--- src/rtl/keypad_scan_ctrl.sv ---
// 4x4 keypad scanner: rotating one-hot row drive, press/release debounce, one code per press.
// Latency: 2-cycle column sync, then SETTLE_CYC per row and DEBOUNCE_CYC stable cycles to accept.
// Backpressure: one key is held until key_ready; a key accepted while one is pending is dropped and flagged on overflow.
module keypad_scan_ctrl #(
  parameter int SETTLE_CYC   = 4,
  parameter int DEBOUNCE_CYC = 16
) (
  input  logic       clk,
  input  logic       rst,
  input  logic       scan_en,
  input  logic [3:0] col_in,
  output logic [3:0] fila,
  output logic [3:0] key_code,
  output logic       key_valid,
  input  logic       key_ready,
  output logic       overflow
);

  localparam int MAXC = (SETTLE_CYC > DEBOUNCE_CYC) ? SETTLE_CYC : DEBOUNCE_CYC;
  localparam int CW   = $clog2(MAXC + 1);

  localparam logic [CW-1:0] SET_LAST = CW'(SETTLE_CYC - 1);
  localparam logic [CW-1:0] DEB_LAST = CW'(DEBOUNCE_CYC - 1);

  localparam logic [1:0] ST_SCAN = 2'd0;
  localparam logic [1:0] ST_DEB  = 2'd1;
  localparam logic [1:0] ST_REL  = 2'd2;

  logic [1:0]    state;
  logic [CW-1:0] cnt;
  logic [3:0]    col_m;
  logic [3:0]    col_s;
  logic [1:0]    r_q;
  logic [1:0]    c_q;
  logic [1:0]    row_idx;
  logic [1:0]    low_col;
  logic          col_hit;
  logic          at_deb_last;
  logic          take;
  logic          room;

  always_comb begin
    row_idx = 2'd0;
    case (fila)
      4'b0010: row_idx = 2'd1;
      4'b0100: row_idx = 2'd2;
      4'b1000: row_idx = 2'd3;
      default: row_idx = 2'd0;
    endcase
  end

  // Lowest-numbered active column wins when several are seen together.
  always_comb begin
    low_col = 2'd0;
    if (col_s[0])      low_col = 2'd0;
    else if (col_s[1]) low_col = 2'd1;
    else if (col_s[2]) low_col = 2'd2;
    else if (col_s[3]) low_col = 2'd3;
  end

  assign col_hit     = col_s[c_q];
  assign at_deb_last = (cnt == DEB_LAST);
  assign take        = (state == ST_DEB) && col_hit && at_deb_last;
  assign room        = !key_valid || key_ready;

  always_ff @(posedge clk or negedge rst) begin
    if (!rst) begin
      col_m     <= 4'd0;
      col_s     <= 4'd0;
      state     <= ST_SCAN;
      cnt       <= '0;
      fila      <= 4'b0001;
      r_q       <= 2'd0;
      c_q       <= 2'd0;
      key_code  <= 4'd0;
      key_valid <= 1'b0;
      overflow  <= 1'b0;
    end else begin
      col_m    <= col_in;
      col_s    <= col_m;
      overflow <= 1'b0;

      if (key_valid && key_ready) key_valid <= 1'b0;
      // A fresh key overrides the drop above when the old one is consumed this same cycle.
      if (take) begin
        if (room) begin
          key_code  <= {r_q, c_q};
          key_valid <= 1'b1;
        end else begin
          overflow <= 1'b1;
        end
      end

      case (state)
        ST_SCAN: begin
          if (scan_en) begin
            if (cnt == SET_LAST) begin
              cnt <= '0;
              if (col_s == 4'd0) begin
                fila <= {fila[2:0], fila[3]};
              end else begin
                r_q   <= row_idx;
                c_q   <= low_col;
                state <= ST_DEB;
              end
            end else begin
              cnt <= cnt + CW'(1);
            end
          end
        end
        ST_DEB: begin
          if (!col_hit) begin
            cnt   <= '0;
            fila  <= {fila[2:0], fila[3]};
            state <= ST_SCAN;
          end else if (at_deb_last) begin
            cnt   <= '0;
            state <= ST_REL;
          end else begin
            cnt <= cnt + CW'(1);
          end
        end
        ST_REL: begin
          if (col_hit) begin
            cnt <= '0;
          end else if (at_deb_last) begin
            cnt   <= '0;
            fila  <= {fila[2:0], fila[3]};
            state <= ST_SCAN;
          end else begin
            cnt <= cnt + CW'(1);
          end
        end
        default: begin
          cnt   <= '0;
          state <= ST_SCAN;
        end
      endcase
    end
  end

endmodule

--- config.mk ---
export PLATFORM = sky130hd
export DESIGN_NAME = keypad_scan_ctrl
export DESIGN_NICKNAME = d
export VERILOG_FILES = /design/src/rtl/keypad_scan_ctrl.sv
export SDC_FILE = /design/constraint.sdc
export NUM_CORES = 1
export LEC_CHECK = 0
export ABC_AREA = 1
export BUFFER_PORTS_ARGS = -buffer_cell sky130_fd_sc_hd__buf_2
export CORE_ASPECT_RATIO = 0.6
export CORE_MARGIN = 3
export CORE_UTILIZATION = 40
export CTS_CLUSTER_DIAMETER = 50
export DETAILED_ROUTE_END_ITERATION = 12
export HOLD_SLACK_MARGIN = 0.15
export SKIP_CTS_REPAIR_TIMING = 1
export SYNTH_ARGS = -nofsm -noshare
export SYNTH_HDL_FRONTEND = slang
export SYNTH_SLANG_ARGS = --single-unit
--- constraint.sdc ---
create_clock -name clk -period 3.2 [get_ports clk]
set_input_delay 0.32 -clock clk [delete_from_list [all_inputs] [get_ports clk]]
set_output_delay 0.32 -clock clk [all_outputs]
set_load 0.005 [all_outputs]
==> impl_results.html <==
<table>
<tr><th>Metric</th><th>Value</th></tr>
<tr><th colspan="2">Logic synthesis</th></tr>
<tr><td>Fraction of synthesized area in multiplexers</td><td>0%</td></tr>
<tr><td>Dominant combinational cell family by area after synthesis</td><td>simple AND/OR/NAND/NOR gates</td></tr>
<tr><td>Number of warnings issued by yosys</td><td>0</td></tr>
<tr><td>Proportion of synthesized chip area in sequential cells</td><td>50.0%</td></tr>
<tr><td>Post-synth cell types</td><td>23</td></tr>
<tr><td>Post-synthesis instance area</td><td>1460 sq um</td></tr>
<tr><td>Fraction of post-synthesis cell area in the top cell type by area</td><td>roughly half</td></tr>
<tr><td>Synthesized area per cell</td><td>8.36 sq um</td></tr>
<tr><td>Synthesis-stage register bit count</td><td>29</td></tr>
<tr><td>Largest area contributor in the synthesized netlist</td><td>sky130_fd_sc_hd__dfrtp_1</td></tr>
<tr><td>Adder and majority cell fraction of the synthesized area</td><td>under 10%</td></tr>
<tr><td>Async set-or-reset flop fraction in the synthesized netlist</td><td>100%</td></tr>
<tr><td>Library cell with the highest instance count after synthesis</td><td>sky130_fd_sc_hd__nand2_1</td></tr>
<tr><td>Number of enable flip-flop cells after synthesis</td><td>0</td></tr>
<tr><td>Largest cells by area after synthesis</td><td>sky130_fd_sc_hd__dfrtp_1 48%, sky130_fd_sc_hd__nand2_1 15%, sky130_fd_sc_hd__nand3_1 8.3%</td></tr>
<tr><td>Main synth FF type</td><td>sky130_fd_sc_hd__dfrtp_1</td></tr>
<tr><td>Most instantiated cells after synthesis</td><td>57 x sky130_fd_sc_hd__nand2_1, 28 x sky130_fd_sc_hd__dfrtp_1, 24 x sky130_fd_sc_hd__nand3_1, 17 x sky130_fd_sc_hd__inv_1, 11 x sky130_fd_sc_hd__o21ai_0</td></tr>
<tr><td>Number of nets in the synthesized netlist</td><td>between 150 and 200</td></tr>
<tr><td>XOR/XNOR share of the synthesized area</td><td>less than 1%</td></tr>
<tr><td>Post-synthesis cell count</td><td>174</td></tr>
<tr><td>Synthesized-area fraction occupied by ao, oa, aoi and oai cells</td><td>5.42%</td></tr>
<tr><td>Simple-Gate Fraction of Synth Area</td><td>37.4%</td></tr>
<tr><th colspan="2">Layout</th></tr>
<tr><td>Final nets</td><td>213</td></tr>
<tr><td>Fraction of layout instances using a drive strength above 1</td><td>20.1%</td></tr>
<tr><td>Fillers</td><td>334</td></tr>
<tr><td>Area Growth Syn to Fin</td><td>19.3%</td></tr>
<tr><td>Sequential cell area in the final layout</td><td>727 sq um</td></tr>
<tr><td>Total area of multi-input combinational cells</td><td>between 600 and 700 sq um</td></tr>
<tr><td>Diode count</td><td>0</td></tr>
<tr><th colspan="2">CTS</th></tr>
<tr><td>Root cell of the clock tree</td><td>sky130_fd_sc_hd__clkbuf_8</td></tr>
<tr><td>Skew-Pair Late Insertion Delay</td><td>between 200 and 300 ps</td></tr>
<tr><td>Number of clock sinks</td><td>29</td></tr>
<tr><td>H-Tree Depth</td><td>2</td></tr>
<tr><td>Clock tree from TritonCTS</td><td>done</td></tr>
<tr><td>Clock-pin slew of the registers on the worst-case setup and hold paths</td><td>60 ps</td></tr>
<tr><td>Number of buffers inserted during clock tree synthesis</td><td>5</td></tr>
<tr><td>Maximum clock insertion buffer count</td><td>2</td></tr>
<tr><th colspan="2">Timing</th></tr>
<tr><td>Period Utilization, post-route</td><td>49.7%</td></tr>
<tr><td>Tightest slew margin relative to the limit</td><td>57.0%</td></tr>
<tr><td>Worst-case clock skew</td><td>around 4.4 ps</td></tr>
<tr><td>Hold WS</td><td>330 ps</td></tr>
<tr><td>RSZ-0062 raised after global routing</td><td>no</td></tr>
<tr><td>Maximum clock rate</td><td>629 MHz</td></tr>
<tr><td>Slew at the pin with the worst max-slew slack</td><td>645 ps</td></tr>
<tr><td>Max Transition Viols Final</td><td>0</td></tr>
<tr><td>Final total negative setup slack</td><td>0 ps</td></tr>
<tr><td>Final-report setup violation count</td><td>0</td></tr>
<tr><td>Worst Setup Slack, final</td><td>between 1500 and 2000 ps</td></tr>
<tr><td>Fin. Hold Viols</td><td>0</td></tr>
<tr><td>Post-layout min period</td><td>1590 ps</td></tr>
<tr><th colspan="2">Power</th></tr>
<tr><td>Leakage power</td><td>0.899 nW</td></tr>
<tr><td>Total power</td><td>1.21 mW</td></tr>
<tr><td>Total power per unit cell area</td><td>between 600 and 700 nW/um^2</td></tr>
<tr><td>VDD IR max</td><td>0.000284 V</td></tr>
<tr><th colspan="2">Die</th></tr>
<tr><td>Die outline height</td><td>52.7 microns</td></tr>
<tr><td>Initial Utilization</td><td>43.3%</td></tr>
<tr><td>Chip width</td><td>approximately 84 microns</td></tr>
<tr><td>Die area</td><td>4420 sq um</td></tr>
<tr><td>Site Rows</td><td>16</td></tr>
<tr><td>Number of top-level pins</td><td>18</td></tr>
<tr><td>Area of the core</td><td>approximately 3400 sq um</td></tr>
<tr><th colspan="2">Drt</th></tr>
<tr><td>DRC violations left</td><td>0</td></tr>
<tr><td>Average detailed-routed wire length per instance</td><td>between 10 and 15 microns</td></tr>
<tr><td>Drt pass-1 iters</td><td>4</td></tr>
<tr><td>Vias post-DR</td><td>1210</td></tr>
<tr><td>Via/cell ratio</td><td>a little under 5</td></tr>
<tr><td>DRT antenna net count</td><td>0</td></tr>
<tr><td>DRC marker count from the first detailed-route iteration</td><td>between 70 and 80</td></tr>
<tr><td>Total detailed-routing wirelength</td><td>between 2000 and 3000 microns</td></tr>
<tr><th colspan="2">Global routing</th></tr>
<tr><td>Overall overflow remaining after global route</td><td>0</td></tr>
<tr><td>Antenna violations before repair</td><td>0</td></tr>
<tr><td>First-pass GRT wire length</td><td>4950 microns</td></tr>
<tr><td>Number of global-route vias before repair</td><td>1136</td></tr>
<tr><td>Total routing usage reported by global routing</td><td>15.2%</td></tr>
<tr><td>Maximum number of pins on one net before global-route repair</td><td>30</td></tr>
<tr><th colspan="2">Worst setup path</th></tr>
<tr><td>Startpoint kind of the worst setup timing path</td><td>flop</td></tr>
<tr><td>Launching point of the worst reg2reg path</td><td>cnt[0]$_DFFE_PN0N_</td></tr>
<tr><td>First element of the critical path</td><td>cnt[0]$_DFFE_PN0N_</td></tr>
<tr><td>Data required, critical path</td><td>3370 ps</td></tr>
<tr><td>Maximum fanout along the worst path</td><td>5</td></tr>
<tr><td>Worst Setup Path Type</td><td>reg -&gt; reg</td></tr>
<tr><td>Capturing element type of the critical path</td><td>flop</td></tr>
<tr><td>Critical Path AT</td><td>approximately 1800 ps</td></tr>
<tr><td>Setup slack, reg-to-reg</td><td>1610 ps</td></tr>
<tr><th colspan="2">Hold path</th></tr>
<tr><td>Hold Path Origin</td><td>key_ready</td></tr>
<tr><td>Type of the most critical hold path</td><td>in -&gt; reg</td></tr>
<tr><th colspan="2">Placement</th></tr>
<tr><td>Detailed placement HPWL</td><td>2180 microns</td></tr>
<tr><td>Dpl ws</td><td>1620 ps</td></tr>
<tr><td>Buffers on Ports</td><td>17</td></tr>
<tr><td>Final weighted congestion in routability-driven placement</td><td>0.836</td></tr>
<tr><th colspan="2">Outcome</th></tr>
<tr><td>Outcome</td><td>finished, final reports clean</td></tr>
<tr><th colspan="2">Run</th></tr>
<tr><td>Max Cap Violations</td><td>0</td></tr>
</table>
per-stage QoR:
| stage | cells | utilization, % | area, sq um |
|---|---|---|---|
| 3_5_place_dp | 236 | 47.5 | 1600 |
| 5_1_grt | 249 | 51.6 | 1740 |
| 3_3_place_gp | 236 | 47.5 | 1600 |
| 6_report | 249 | 51.6 | 1740 |
| 2_1_floorplan | 174 | - | 1460 |
| 4_1_cts | 244 | 50.1 | 1690 |
kinds of logic (layout without fill, tap and decap cells):
group | count (synthesis) | after routing
buffers and inverters | 19 | 49
AO/OA/AOI/OAI | 15 | 15
flip-flops | 29 | 29
adder cells (fa/ha/maj) | 2 | 2
AND/OR/NAND/NOR | 108 | 108
XOR/XNOR | 1 | 1
final timing paths:
check | endpoint | depth (start not counted)
setup / recovery | fila[2]$_DFFE_PN0P_ | 8
hold / removal | overflow$_DFF_PN0_ | 4
setup reg to reg | fila[2]$_DFFE_PN0P_ | 8
hold reg to reg | col_s[1]$_DFF_PN0_ | 0
max in group asynchronous | col_m[1]$_DFF_PN0_ | 2
min in group asynchronous | cnt[0]$_DFFE_PN0N_ | 2
cell usage in the layout, fill, tap and decap left out:
master                          count
sky130_fd_sc_hd__nor2_4             3
sky130_fd_sc_hd__nand2_4            1
sky130_fd_sc_hd__dlygate4sd3_1      5
sky130_fd_sc_hd__ha_1               2
sky130_fd_sc_hd__nand2_2            4
sky130_fd_sc_hd__nand4_1            2
sky130_fd_sc_hd__dfrtp_1           28
sky130_fd_sc_hd__buf_2             17
sky130_fd_sc_hd__o21ai_1            2
sky130_fd_sc_hd__or2_2              1
sky130_fd_sc_hd__nand2_1           57
sky130_fd_sc_hd__o21ai_0           11
sky130_fd_sc_hd__a32oi_1            1
sky130_fd_sc_hd__clkbuf_8           6
sky130_fd_sc_hd__dfstp_2            1
sky130_fd_sc_hd__inv_2              2
sky130_fd_sc_hd__nand3_2            1
sky130_fd_sc_hd__nor2_1             9
sky130_fd_sc_hd__nor2_2             2
sky130_fd_sc_hd__nor3_4             1
sky130_fd_sc_hd__nand4_4            2
sky130_fd_sc_hd__a21oi_1            1
sky130_fd_sc_hd__clkbuf_1           2
sky130_fd_sc_hd__or2_0              1
sky130_fd_sc_hd__inv_1             17
sky130_fd_sc_hd__xor2_1             1
sky130_fd_sc_hd__nand3_1           24
area by class of cell:
cell class	instances	share of cell area [%]
sequential	29	41.9
multi-input combinational	126	37.8
timing repair buffer	22	7.78
clock buffer	8	5.19
inverter	19	4.11
tap	45	3.24
per-layer routing:
| metal | global-route usage (%) | wire length (microns) |
|---|---|---|
| met5 | 0 | 0 |
| met4 | 9.89 | 74 |
| met3 | 5.49 | 197 |
| met2 | 22.8 | 1200 |
| met1 | 18.6 | 1370 |
flip-flops by register name, summed over array words and instances, names as in the netlist:
register / count
fila: 4
overflow: 1
col_s: 4
key_valid: 1
c_q: 2
r_q: 2
col_m: 4
state: 2
key_code: 4
cnt: 5
power breakdown:
group / switching, mW / internal [mW]
sequential: 0.0607 / 0.430
clock: 0.128 / 0.175
combinational: 0.273 / 0.146
critical path, cell delays in order (launching register included):
cell	delay [ps]
sky130_fd_sc_hd__dfrtp_1	400
sky130_fd_sc_hd__ha_1	330
sky130_fd_sc_hd__nand4_4	180
sky130_fd_sc_hd__nand2_1	120
sky130_fd_sc_hd__nand2_1	60
sky130_fd_sc_hd__nor2_1	120
sky130_fd_sc_hd__nand3_2	110
sky130_fd_sc_hd__nand2_1	90
sky130_fd_sc_hd__nand2_1	70
(Power assumes the default switching activity.)
